$ cat src/rtl/sr_reg_bank.sv
// rtl/sr_reg_bank.sv - WIDTH-bit SR/JK/D/T register bank with illegal-SR detection and event counter
module sr_reg_bank #(
  parameter int WIDTH = 8,
  parameter int CNT_W = 4,
  parameter logic [WIDTH-1:0] RESET_VAL = {WIDTH{1'b0}}
) (
  input  logic             clk,
  input  logic             rst,
  input  logic             en,
  input  logic [1:0]       mode,
  input  logic [WIDTH-1:0] a,
  input  logic [WIDTH-1:0] b,
  input  logic             clr_err,
  output logic [WIDTH-1:0] q,
  output logic [WIDTH-1:0] qbar,
  output logic [WIDTH-1:0] illegal,
  output logic             err_sticky,
  output logic [CNT_W-1:0] err_count
);

  localparam logic [1:0] MODE_SR = 2'b00;
  localparam logic [1:0] MODE_JK = 2'b01;
  localparam logic [1:0] MODE_D  = 2'b10;
  localparam logic [1:0] MODE_T  = 2'b11;

  localparam logic [CNT_W-1:0] CNT_MAX = {CNT_W{1'b1}};

  logic [WIDTH-1:0] q_next;
  logic [WIDTH-1:0] illegal_next;
  logic             ev;
  logic             sticky_next;
  logic [CNT_W-1:0] count_next;

  // Per-bit next state for the selected flip-flop mode; en=0 holds q and clears illegal.
  always_comb begin
    q_next       = q;
    illegal_next = '0;
    if (en) begin
      case (mode)
        MODE_SR: begin
          // Set/reset only when a and b differ; S=R=1 holds but is flagged.
          q_next       = (a & ~b) | (q & ~(a ^ b));
          illegal_next = a & b;
        end
        MODE_JK: q_next = (a & ~q) | (~b & q);
        MODE_D:  q_next = a;
        MODE_T:  q_next = q ^ a;
        default: q_next = q;
      endcase
    end
  end

  // Error bookkeeping; an event in the same cycle as clr_err survives the clear.
  always_comb begin
    ev          = |illegal_next;
    sticky_next = err_sticky;
    count_next  = err_count;
    if (en) begin
      if (clr_err) begin
        sticky_next = ev;
        count_next  = ev ? {{(CNT_W-1){1'b0}}, 1'b1} : '0;
      end else begin
        sticky_next = err_sticky | ev;
        if (ev && (err_count != CNT_MAX)) begin
          count_next = err_count + 1'b1;
        end
      end
    end
  end

  // State registers; reset overrides everything.
  always_ff @(posedge clk) begin
    if (rst) begin
      q          <= RESET_VAL;
      illegal    <= '0;
      err_sticky <= 1'b0;
      err_count  <= '0;
    end else begin
      q          <= q_next;
      illegal    <= illegal_next;
      err_sticky <= sticky_next;
      err_count  <= count_next;
    end
  end

  assign qbar = ~q;

endmodule

$ cat config.mk
export PLATFORM = sky130hd
export DESIGN_NAME = sr_reg_bank
export DESIGN_NICKNAME = d
export VERILOG_FILES = /design/src/rtl/sr_reg_bank.sv
export SDC_FILE = /design/constraint.sdc
export NUM_CORES = 1
export LEC_CHECK = 0
export BUFFER_PORTS_ARGS = -buffer_cell sky130_fd_sc_hd__clkbuf_2
export CAP_MARGIN = 40
export CELL_PAD_IN_SITES_DETAIL_PLACEMENT = 0
export CELL_PAD_IN_SITES_GLOBAL_PLACEMENT = 1
export CORE_MARGIN = 10
export CORE_UTILIZATION = 38
export DETAILED_ROUTE_END_ITERATION = 12
export PLACE_DENSITY = 0.88
export SLEW_MARGIN = 20
export SYNTH_ARGS = -nofsm -noshare
export SYNTH_HDL_FRONTEND = slang
export SYNTH_SLANG_ARGS = --single-unit
$ cat constraint.sdc
create_clock -name clk -period 5.1 [get_ports clk]
set_clock_uncertainty 0.15 [all_clocks]
set_input_delay 1.275 -clock clk [delete_from_list [all_inputs] [get_ports clk]]
set_output_delay 1.275 -clock clk [all_outputs]
set_load 0.005 [all_outputs]
=== Yosys cells after proc, flatten, opt, wreduce, memory -nomap -nowiden ===
Index checks and enable logic that the tools add are counted.

* ROM bits: 0
* Logic and storage cells: 34
* Flip-flop bits (word level): 21
* Latch bits: 0
* Memories: 0
* Output and inout bits: 29
* RAM bits: 0
* Input port bits: 22

* Div/mod/pow operators: 0
* Add/subtract/negate cells: 1
* Shift-type cells: 0
* $mul: 0
* Order comparisons: 0
* Eq/ne operators: 4
* Multiplexer cells: 7
* Bitwise gates (word level): 13
* Reduce and logical (&&, ||, !) cells: 5

{| class="wikitable"
|+ Operators with widths
! kind !! count
|-
| 8-bit AND || 5
|-
| 8-bit one-hot mux with 4 select lines || 1
|-
| 8-bit inverter || 3
|-
| 8-bit two-way mux || 2
|-
| 8-bit OR || 2
|-
| 8-bit bitwise XOR || 2
|-
| 4-bit two-way mux || 2
|-
| 8-bit OR reduction || 1
|-
| 4-bit by 1-bit adder with 4-bit output (second input constant) || 1
|-
| 2-bit == test (second input constant) || 2
|-
| 4-bit != test (second input constant) || 1
|-
| 2-bit by 1-bit == test with 1-bit output (second input constant) || 1
|-
| 2-bit zero test || 1
|-
| 1-bit two-way mux || 2
|-
| 2-bit AND reduction || 1
|-
| 2-bit nonzero test || 1
|-
| 1-bit logical AND || 1
|-
| 1-bit OR || 1
|}

=== Logic depth before layout (Yosys ltp) ===
* Word-level depth: 7
* Mapped depth: 6
* Gate-level depth less buffers: 6

=== Worst setup path after synthesis ===
No wires, ideal clock.

* Path kind: input to register
* Start point: input port a[5]
* End point: register err_count[2]
* Cell stages on the path: 5
* Arrival: 2408 ps
* Required time: 4876 ps
* Path slack: 2468 ps
* Setup time: 74 ps
* Cells stage by stage: ha_1 > nor4_4 > a211oi_4 > a211o_1 > a31oi_1

* Cells in the longest elaborated chain, start to end: 7

{| class="wikitable"
|+ RTL lines
! item !! line !! source
|-
| from (decl) || 11 || <nowiki>input logic [WIDTH-1:0] a,</nowiki>
|-
| 8-bit AND || 43 || <nowiki>illegal_next = a & b;</nowiki>
|-
| 8-bit two-way mux || 39 || <nowiki>case (mode)</nowiki>
|-
| 8-bit two-way mux || 38 || <nowiki>if (en) begin</nowiki>
|-
| 8-bit OR reduction || 55 || <nowiki>ev = |illegal_next;</nowiki>
|-
| 1-bit logical AND || 64 || <nowiki>if (ev && (err_count != CNT_MAX)) begin</nowiki>
|-
| 2-bit nonzero test (no line) || -- ||
|-
| 2-bit AND reduction (no line) || -- ||
|-
| to (signal assigned) || 82 || <nowiki>err_count <= count_next;</nowiki>
|-
| to (decl) || 18 || <nowiki>output logic [CNT_W-1:0] err_count</nowiki>
|}

Every way passes these cells.
A chain may end at the register's enable or synchronous reset.

=== Worst setup path in the final report ===
* Start point: input port mode[0]
* End point: register err_count[2]

* Cells in the longest elaborated chain, start to end: 7

{| class="wikitable"
|+ RTL lines
! item !! line !! source
|-
| from (decl) || 10 || <nowiki>input logic [1:0] mode,</nowiki>
|-
| 2-bit zero test || 39 ||
|-
| 8-bit two-way mux || 39 ||
|-
| 8-bit two-way mux || 38 ||
|-
| 8-bit OR reduction || 55 ||
|-
| 1-bit logical AND || 64 ||
|-
| 2-bit nonzero test (no line) || -- ||
|-
| 2-bit AND reduction (no line) || -- ||
|}

Every way passes these cells.

==> out/qor.yml <==
placement:
  dp_hpwl_um: 2760
  pre_cts_slack_ns: 2.20
  routabilityCongestion: 0.725
  io_buffer_count: 50
  place_inst: 267
worst_setup_path:
  required_ns: 5.09
  r2r_start: "err_count[0]$_SDFFE_PP0P_"
  endpoint_kind: "flip-flop"
  cp.arrival_ns: 2.61
  reg2reg_slack_ns: 3.43
  crit_path_start_kind: "input port"
  crit_type: "in -> reg"
  critical_path.max_fanout: 26
  regToRegEndpoint: "err_count[2]$_SDFFE_PP0P_"
  r2r_cells: 5
global_route:
  busiest_layer: "met2"
  grt_pass1_wl_um: 5830
  grt_usage: 0.106
  grtUsageMet2: 0.179
  grt_max_degree: 27
  antenna_found_initial: 0
  use_met1: 0.125
  grt-ovfl-total: 0
  grt_pass1_vias: 1313
  grtUsageMet3: 0.0284
floorplanning:
  io_pins: 51
  row_count: 22
  die_y_um: 81.9
  start_util: 0.394
  core-area_um2: 3690
  fp.dieArea_um2: 6700
  die_w_um: 81.9
sta:
  worst_pin_slew_ns: 0.490
  fin_crit_sh: 0.515
  timing.final.ws_setup_ns: 2.47
  setup_viol: 0
  max_slew_margin: 0.673
  drv_slew: 0
  fin_tns_setup_ns: 0
  rsz0062_at_grt: "false"
  final_hold_viol_count: 0
  layout_min_cycle_time_ns: 2.63
  fmax_mhz: 381
min_path:
  hp-class: "reg -> reg"
  hold_path_end: "err_sticky$_SDFFE_PP0P_"
  min_path_cells: 2
  hp-start: "err_sticky$_SDFFE_PP0P_"
power_and_ir_drop:
  powerDensity_nw_per_um2: 206
  p_leak_uw: 0.000828
  power.total_uw: 368
  max-vdd-ir-drop_mv: 0.0918
finish:
  instances_no_fill: 271
  diodes: 0
  syn_to_final_growth_pct: 22.7
  nets: 263
  nFillCells: 402
  layout-drive-gt1-share: 0.260
clocking:
  cts-resized-gates: 0
  clkLatencyLatePin_ns: 0.26
  root_buffer: "clkbuf_8"
  clockBufferDepth: 2
  clkSinkCount: 21
  numCtsBuffers: 3
  clkSlewWorstSetupHoldPaths_ns: 0.08
  h-tree-depth: 1
  postCtsHoldBufs: 0
  postCtsSetupBuffers: 0
  cts_tree: "built"
detailed_routing:
  vias_per_cell: 4.98
  routed-via-count: 1350
  drc: 0
  wl_per_cell_um: 13.2
  drt_pre_antenna_iters: 4
  drt_iter0_drc: 47
  postRouteWirelength_um: 3570
  ant_nets: 0
synth:
  ys_types: 28
  avgSynthCellArea_um2: 8.31
  synth_edf_count: 0
  synth_cells: 175
  yosys_warnings: 0
  ys_seq_elements: 21
  syn_area_um2: 1450
  synth_flop_cell: "dfxtp_1"
  syn_nets: 214
  yosysTopAreaCell: "dfxtp_1"
  synthTopCellsByArea: "dfxtp_1 (29%), ha_1 (15%), nand2b_1 (7.7%), o21ai_0 (6.2%), a21oi_1 (4.8%)"
  yosys.area.top_type_share: 0.289
  seq_area_frac_synth: 0.289
  synthArstFlopShare: 0
  yosysMostFrequentCell: "dfxtp_1"
  synthTopCellsByCount: "dfxtp_1 (21), inv_1 (18), nand2b_1 (18), o21ai_0 (18), ha_1 (17)"
outcome:
  status: "finished, final reports clean"
flow_run:
  cap_violations: 0
==> through the flow <==
step / area [um^2] / hold WS [ns] / utilization
after floorplan: 1450 / 0.332 / -
final: 1780 / 0.355 / 0.484
after global routing: 1780 / 0.378 / 0.484
after global placement: 1740 / 0.323 / 0.472
after detailed placement: 1740 / 0.343 / 0.472
after CTS: 1780 / 0.357 / 0.484
==> sequential cells by signal (all words and copies together), names as in the netlist <==
register	cells
q	8
err_sticky	1
illegal	8
err_count	4
==> critical path, cell delays in order <==
cell and delay (ns):
clkbuf_2 0.30, or3b_4 0.50, a211oi_4 0.28, a211o_1 0.18, a31oi_1 0.07
==> worst max-delay path by stage <==
stage | slack (ns) | from | end | cells after the start
global placement | 2.23 | mode[0] | err_count[3]$_SDFFE_PP0P_ | 5
floorplan | 2.47 | a[5] | err_count[2]$_SDFFE_PP0P_ | 5
finish | 2.47 | mode[0] | err_count[2]$_SDFFE_PP0P_ | 5
CTS | 2.48 | mode[0] | err_count[2]$_SDFFE_PP0P_ | 5
detailed placement | 2.20 | mode[0] | err_count[2]$_SDFFE_PP0P_ | 5
global route | 2.38 | mode[0] | err_count[2]$_SDFFE_PP0P_ | 5
==> routing by layer <==
metal  part of all wire  vias up
met4              0.017        0
met3              0.058        4
li1                   -      696
met2               0.46       29
met5                  0        -
met1               0.46      621
==> cell type report <==
class,count,area [um^2],area share
multi-input combinational,130,941,0.527
sequential,21,420,0.236
timing repair buffer,50,250,0.140
inverter,18,67.6,0.0379
tap,48,60.1,0.0337
clock buffer,4,45.0,0.0252
==> layout by cell type, fill, tap and decap left out, drive strengths merged <==
master	n
clkbuf	54
dfxtp	21
inv	18
nand2b	18
o21ai	18
ha	17
a21oi	15
and2	14
nor2	11
a21boi	6
mux2i	4
nand2	4
a211oi	4
nor4	3
o31ai	2
a221o	2
and3	2
nand3	2
a211o	2
a31oi	2
nand3b	2
or3b	1
and4bb	1
==> cell families (layout without fill, tap and decap cells) <==
family,after synthesis,in the layout,share of synthesized area
compound gates,51,51,0.221
buf+inv,24,72,0.0637
simple gates,58,58,0.252
mux,4,4,0.0275
fa+ha+maj,17,17,0.146
flops,21,21,0.289
==> power by group <==
group	internal (uW)	switching (uW)	leakage [uW]
clock network	55.8	58.1	0.0000228
registers	170	5.29	0.000171
logic	36.0	43.0	0.000634
total	261	106	0.000828
Note: power is estimated with default switching activity, not from simulation.
